===== src/rtl/fifo_rd_stream.sv =====
// Read-side consumer of the dual-clock FIFO: issues reads, lands returning words
// in a 2-entry skid buffer and presents them as a valid/ready stream.
module fifo_rd_stream #(
    parameter int unsigned DWIDTH = 8,
    parameter int unsigned CNTW   = 16
) (
    input  logic              clkr,
    input  logic              rst,
    input  logic              flush,
    input  logic              notempty,
    input  logic              read,
    output logic              fiford,
    input  logic [DWIDTH-1:0] rddata,
    output logic              m_valid,
    output logic [DWIDTH-1:0] m_data,
    input  logic              m_ready,
    output logic [1:0]        occ,
    output logic [CNTW-1:0]   wordcnt
);

    typedef enum logic [1:0] {
        EMPTY = 2'd0,
        ONE   = 2'd1,
        FULL  = 2'd2
    } occ_t;

    occ_t              state;
    occ_t              state_nxt;
    logic [DWIDTH-1:0] head;
    logic [DWIDTH-1:0] tail;
    logic [DWIDTH-1:0] head_nxt;
    logic [DWIDTH-1:0] tail_nxt;
    logic              inflight;
    logic              discard;
    logic              pop;
    logic              push;
    logic [2:0]        pending;

    assign m_valid = (state != EMPTY);
    assign m_data  = head;
    assign occ     = 2'(state);
    assign pop     = m_valid & m_ready;
    assign push    = inflight & ~discard & ~flush;

    // Request only when the word would have a guaranteed slot after this cycle's pop
    assign pending = 3'(occ) + 3'(inflight) - 3'(pop);
    assign fiford  = notempty & ~flush & ~rst & (pending < 3'd2);

    always_ff @(posedge clkr or posedge rst) begin
        if (rst) begin
            state    <= EMPTY;
            head     <= '0;
            tail     <= '0;
            inflight <= 1'b0;
            discard  <= 1'b0;
            wordcnt  <= '0;
        end else begin
            state    <= state_nxt;
            head     <= head_nxt;
            tail     <= tail_nxt;
            inflight <= read & ~flush;
            discard  <= flush & inflight;
            if (pop) begin
                wordcnt <= wordcnt + CNTW'(1);
            end
        end
    end

    // Occupancy FSM; head always holds the oldest word
    always_comb begin
        state_nxt = state;
        head_nxt  = head;
        tail_nxt  = tail;
        case (state)
            EMPTY: begin
                if (push) begin
                    state_nxt = ONE;
                    head_nxt  = rddata;
                end
            end
            ONE: begin
                if (push && !pop) begin
                    state_nxt = FULL;
                    tail_nxt  = rddata;
                end else if (pop && !push) begin
                    state_nxt = EMPTY;
                end else if (push && pop) begin
                    head_nxt = rddata;
                end
            end
            FULL: begin
                if (pop) begin
                    head_nxt = tail;
                    if (push) begin
                        tail_nxt = rddata;
                    end else begin
                        state_nxt = ONE;
                    end
                end
            end
            default: state_nxt = EMPTY;
        endcase
        if (flush) begin
            state_nxt = EMPTY;
        end
    end

    a_no_overflow: assert property (@(posedge clkr) disable iff (rst)
        !(push && (state == FULL) && !pop));

endmodule


===== config.mk =====
export PLATFORM = sky130hd
export DESIGN_NAME = fifo_rd_stream
export DESIGN_NICKNAME = d
export VERILOG_FILES = /design/src/rtl/fifo_rd_stream.sv
export SDC_FILE = /design/constraint.sdc
export NUM_CORES = 1
export LEC_CHECK = 0
export ABC_AREA = 1
export BUFFER_PORTS_ARGS = -buffer_cell sky130_fd_sc_hd__clkbuf_2
export CAP_MARGIN = 15
export CORE_MARGIN = 3
export CORE_UTILIZATION = 45
export DETAILED_ROUTE_END_ITERATION = 7
export PLACE_DENSITY = 0.77
export REMOVE_ABC_BUFFERS = 1
export SYNTH_ARGS = -nofsm -noshare
export SYNTH_HDL_FRONTEND = slang
export SYNTH_SLANG_ARGS = --single-unit
export TNS_END_PERCENT = 50

===== constraint.sdc =====
create_clock -name clkr -period 6.2 [get_ports clkr]
set_input_delay 0 -clock clkr [delete_from_list [all_inputs] [get_ports clkr]]
set_output_delay 0 -clock clkr [all_outputs]
set_load 0.005 [all_outputs]

Word-level counts from Yosys, hierarchy flattened
Cells that the tools add are included.
Operators by class
  add/subtract/negate cells: 3
  magnitude comparators: 1
  equal/unequal tests: 13
  mux-type cells: 16
  bitwise gates (word level): 11
  reduce and logical (&&, ||, !) cells: 12
Operator list (number)
  2-to-1 mux 8 bit: 7
  one-hot mux 8 bit (3 select lines): 1
  adder 16 x 1 -> 16 bit (second input constant): 1
  one-hot mux 8 bit (2 select lines): 1
  inequality test 2 bit (second input constant): 7
  2-to-1 mux 2 bit: 6
  inequality test 3 bit (second input constant): 3
  AND 1 bit: 8
  AND reduction 4 bit: 2
  one-hot mux 2 bit (3 select lines): 1
  AND reduction 6 bit: 1
  inequality test 4 bit (second input constant): 1
  nonzero test 2 bit: 2
  adder 2 x 1 -> 3 bit: 1
  logical AND 1 bit: 3
  < comparator 3 x 2 -> 1 bit (second input constant): 1
  NOT 1 bit: 3
  nonzero test 3 bit: 1
  subtractor 3 x 1 -> 3 bit: 1
  equality test 2 x 1 -> 1 bit (second input constant): 1
  equality test 2 bit (second input constant): 1
  logical NOT 1 bit: 2
  logical NOT 2 bit: 1
Word-level totals
  register bits after elaboration: 36
  input port bits: 14
  output and inout port bits: 28
  word-level logic and storage cells: 62

Longest topological paths before layout
  word-level depth: 9
  gate-level depth with buffers: 9
  gate-level depth less buffers: 9

Worst setup path after synthesis
No wires, ideal clock.
  path kind: register -> output
  start: register state[1] (netlist: occ[1])
  end: output fiford
  arrival time: 2.043 ns
  data required time: 6.200 ns
  slack: 4.157 ns
  stages on the path, launching flop included: 8
  buffers on the path: 0
  path through: dfrtp_1 > nor2_1 > nor2_4 > ha_1 > or2_2 > fa_1 > nand4_1 > nor2_1
Between the ends
  longest elaborated chain between the ends: 5
  elaborated cells between the ends (all ways): 6
  classes of those cells: add/sub: 2; order compare: 1; bitwise: 2; reduce/logical: 1
Ends and longest elaborated chain
  start, declared: line 27  | occ_t state;
  start signal, assigned: line 58  | state <= state_nxt;
  nonzero test 2 bit: line 39  | assign m_valid = (state != EMPTY);
  AND 1 bit: line 42  | assign pop = m_valid & m_ready;
  net pop: line 35  | logic pop;
  subtractor 3 x 1 -> 3 bit: line 46  | assign pending = 3'(occ) + 3'(inflight) - 3'(pop);
  < comparator 3 x 2 -> 1 bit: line 47  | assign fiford = notempty & ~flush & ~rst & (pending < 3'd2);
  AND 1 bit: line 47
  end, declared: line 12  | output logic fiford,
The timed path passes the listed nets, and every way through them passes these cells.

Worst setup path after layout
Same ends and word-level chain as after synthesis.

==> results by group <==
Outcome
  – Status: finished, final reports clean

Layout
  – Inserted Diodes: 0
  – Multi-input gate area: ~800 um2
  – FILL cells: roughly 350
  – Share of cells above drive strength 1: 0.232
  – P&R area growth vs syn: 24.5%
  – Final core utilization: 0.610
  – Sequential cell area: around 900 um2
  – Total Nets Final: just over 300

Yosys
  – Syn avg cell area: between 8 and 9 um2
  – Yosys warning count: 0
  – Seq/Total Area, Yosys: 0.481
  – Cells after synthesis: between 200 and 250
  – Synth top area cells: dfrtp_1, nand2_1, inv_1
  – Post-synth cell types: 26
  – Leading area contributor after synthesis: dfrtp_1
  – Share of the synthesized area in the top cell type: 0.481
  – #FFs+latches synth: 36
  – Mapped Area: 1870 um2

Placement
  – Post-Place Worst Slack: around 4000 ps
  – Placer Congestion: between 0.9 and 1
  – Port bufs: around 40
  – DP HPWL: 2.77 mm

Detailed routing
  – Via count: about 1600
  – Wire per inst: ~11 um
  – Initial DRC count: between 80 and 90
  – Vias/cell: about 4.8
  – Detail Route Antenna Nets: 0
  – DRC: 0
  – Drt pass-1 iters: 4
  – Final WL: just under 4 mm

Worst setup path
  – Worst Setup Path Type: reg2out
  – Critical Path Source Type: register
  – CP Buf/Inv Count: 1
  – CP cell instances: nor2_1 -> nor2_4 -> ha_1 -> or2_2 -> fa_1 -> nand4_1 -> nor2_1 -> clkbuf_2
  – Critical Path RT: ~6200 ps
  – Crit path largest cell delay: ~480 ps
  – Most frequent CP cell: nor2_1
  – Critical Path AT: 2520 ps
  – Crit end category: primary output
  – CP max FO: 8
  – Slowest cell on the critical path: dfrtp_1
  – Crit-path leading delay family: simple AND/OR/NAND/NOR gates

Timing
  – Final period util: 0.407
  – Worst Setup Slack, final: roughly 3700 ps
  – TNS Setup: 0 ps
  – Final setup viols: 0
  – Worst Tran Pin Value: roughly 580 ps
  – Max Slew Vio Count: 0
  – Clk_skew: ~7 ps
  – Crit path time final: between 2000 and 3000 ps
  – RSZ-0062 raised after global routing: no
  – Fin. Hold Viols: 0
  – Fmax: 396 MHz
  – Relative slew slack: 0.611

Clock tree
  – Post-cts gate resize count: 0
  – Worst-case clock buffer depth: 2
  – CTS tree: yes
  – CTS Sinks: 36
  – H-tree depth: 2
  – Root Driver: clkbuf_8
  – Num CTS Buffers: 5
  – Clk_lat worst skew: between 200 and 300 ps
  – Reg clk slew, reported paths: around 70 ps

GRT
  – First-pass GRT wire length: ~6.6 mm
  – GRT Util Overall: 0.166
  – Vias in the first global route: between 1500 and 2000
  – Remaining Overflow, GRT: 0
  – Initial antenna violation count: 0
  – Largest net degree at the start of global routing: 38

Power and ir drop
  – Leakage: about 0.0012 uW
  – Overall power: approximately 690 uW
  – Maximum VDD drop: around 0.16 mV
  – Pwr dens: around 300 nW/um2

Floorplanning
  – Rows: 22
  – Die Ht: about 70 um
  – Die width: about 71 um
  – Initial core utilization: 0.490
  – Total core area: between 3000 and 4000 um2
  – Die footprint: approximately 5000 um2
  – I/O Pins: 42

Flow run
  – MaxCap Viol Count: 0

Min path
  – Hold WC Path Type: in2reg
==> through the flow <==
stage | instance area, um2 | hold WS (ps) | instances
after floorplan | 1850 | 65.2 | 227
after global placement | 2130 | 115 | 317
after detailed placement | 2130 | 117 | 317
after CTS | 2330 | 90.1 | 337
after global routing | 2330 | 99.3 | 337
final | 2330 | 96.6 | 337
==> routing by layer <==
metal	vias to the layer above	part of all wire	global-route usage
met3	5	0.051	0.0497
met4	0	0.0096	0.0564
li1	847	-	-
met2	43	0.49	0.288
met5	-	0	0
met1	734	0.44	0.197
==> cells in the mapped netlist <==
cell	number
dfrtp_1	36
nand3_4	1
nor2_1	20
o21ai_1	3
o21ai_0	23
nor2_4	1
nand2_1	57
xor2_1	5
inv_1	36
inv_2	3
xnor2_1	1
fa_1	1
nand4_1	8
nor3_1	4
nand2_2	4
or2_2	1
o2111ai_1	1
nor2_8	1
nand3_1	11
a21oi_1	2
ha_1	2
o21ai_2	3
buf_2	2
buf_6	1
o21ai_4	1
nand2_4	2
==> flip-flops by register name, summed over array words and instances, names as in the netlist <==
signal    count
occ           2
tail          8
inflight      1
discard       1
m_data        8
wordcnt      16
==> layout make-up <==
type,count,share of cell area
clock buffer,5,0.0295
clock inverter,3,0.00804
inverter,39,0.0627
multi-input combinational,152,0.345
sequential,36,0.386
tap,48,0.0257
timing repair buffer,54,0.143
==> worst min-delay path: cells and delay by family <==
kind / cells / cell delay, ps
buffers and inverters: 1 / 140
and+or+nand+nor: 1 / 130
xor gates and xnor gates: 1 / 70
==> cell families (layout without fill, tap and decap cells) <==
logic type	count (synthesis)	count (layout)	share of synthesized area
XOR/XNOR	6	6	0.0280
flip-flops	36	36	0.481
buffers and inverters	42	101	0.0895
adder cells (fa/ha/maj)	3	3	0.0240
AND/OR/NAND/NOR	110	110	0.276
AO/OA/AOI/OAI	33	33	0.102
==> final timing paths <==
| path | startpoint | end | slack (ps) | cells past startpoint |
|---|---|---|---|---|
| max reg2reg | occ[1] | tail[4] | 4530 | 5 |
| min in group asynchronous | rst | tail[2] | 360 | 4 |
| min reg2reg | m_data[4] | m_data[4] | 490 | 2 |
| max | occ[1] | fiford | 3680 | 8 |
| max in group asynchronous | rst | occ[1] | 5520 | 4 |
| min | m_ready | wordcnt[0] | 100 | 3 |
==> placed cells by master (no fill, tap or decap) <==
master / count
nand2_1: 57
clkbuf_2: 41
inv_1: 36
dfrtp_1: 36
o21ai_0: 23
nor2_1: 20
dlygate4sd3_1: 12
nand3_1: 11
nand4_1: 8
xor2_1: 5
clkbuf_8: 5
nand2_2: 4
nor3_1: 4
inv_2: 3
o21ai_2: 3
o21ai_1: 3
nand2_4: 2
a21oi_1: 2
ha_1: 2
clkinv_2: 2
nor2_4: 1
xnor2_1: 1
nor2_8: 1
or2_2: 1
nand3_4: 1
o21ai_4: 1
o2111ai_1: 1
fa_1: 1
clkinv_4: 1
buf_4: 1
==> timing repair <==
item / in CTS / in global routing
endpoints found under the setup margin: 0 / 0
setup buffers: 0 / 0
hold buffers: 12 / 0
endpoints found under the hold margin: 46 / 0
==> report_power, final <==
| group | switching (uW) | internal [uW] |
|---|---|---|
| combinational | 105 | 80.4 |
| clock | 84.4 | 78.2 |
| sequential | 43.9 | 297 |
Power figures use the tool's default switching activity.
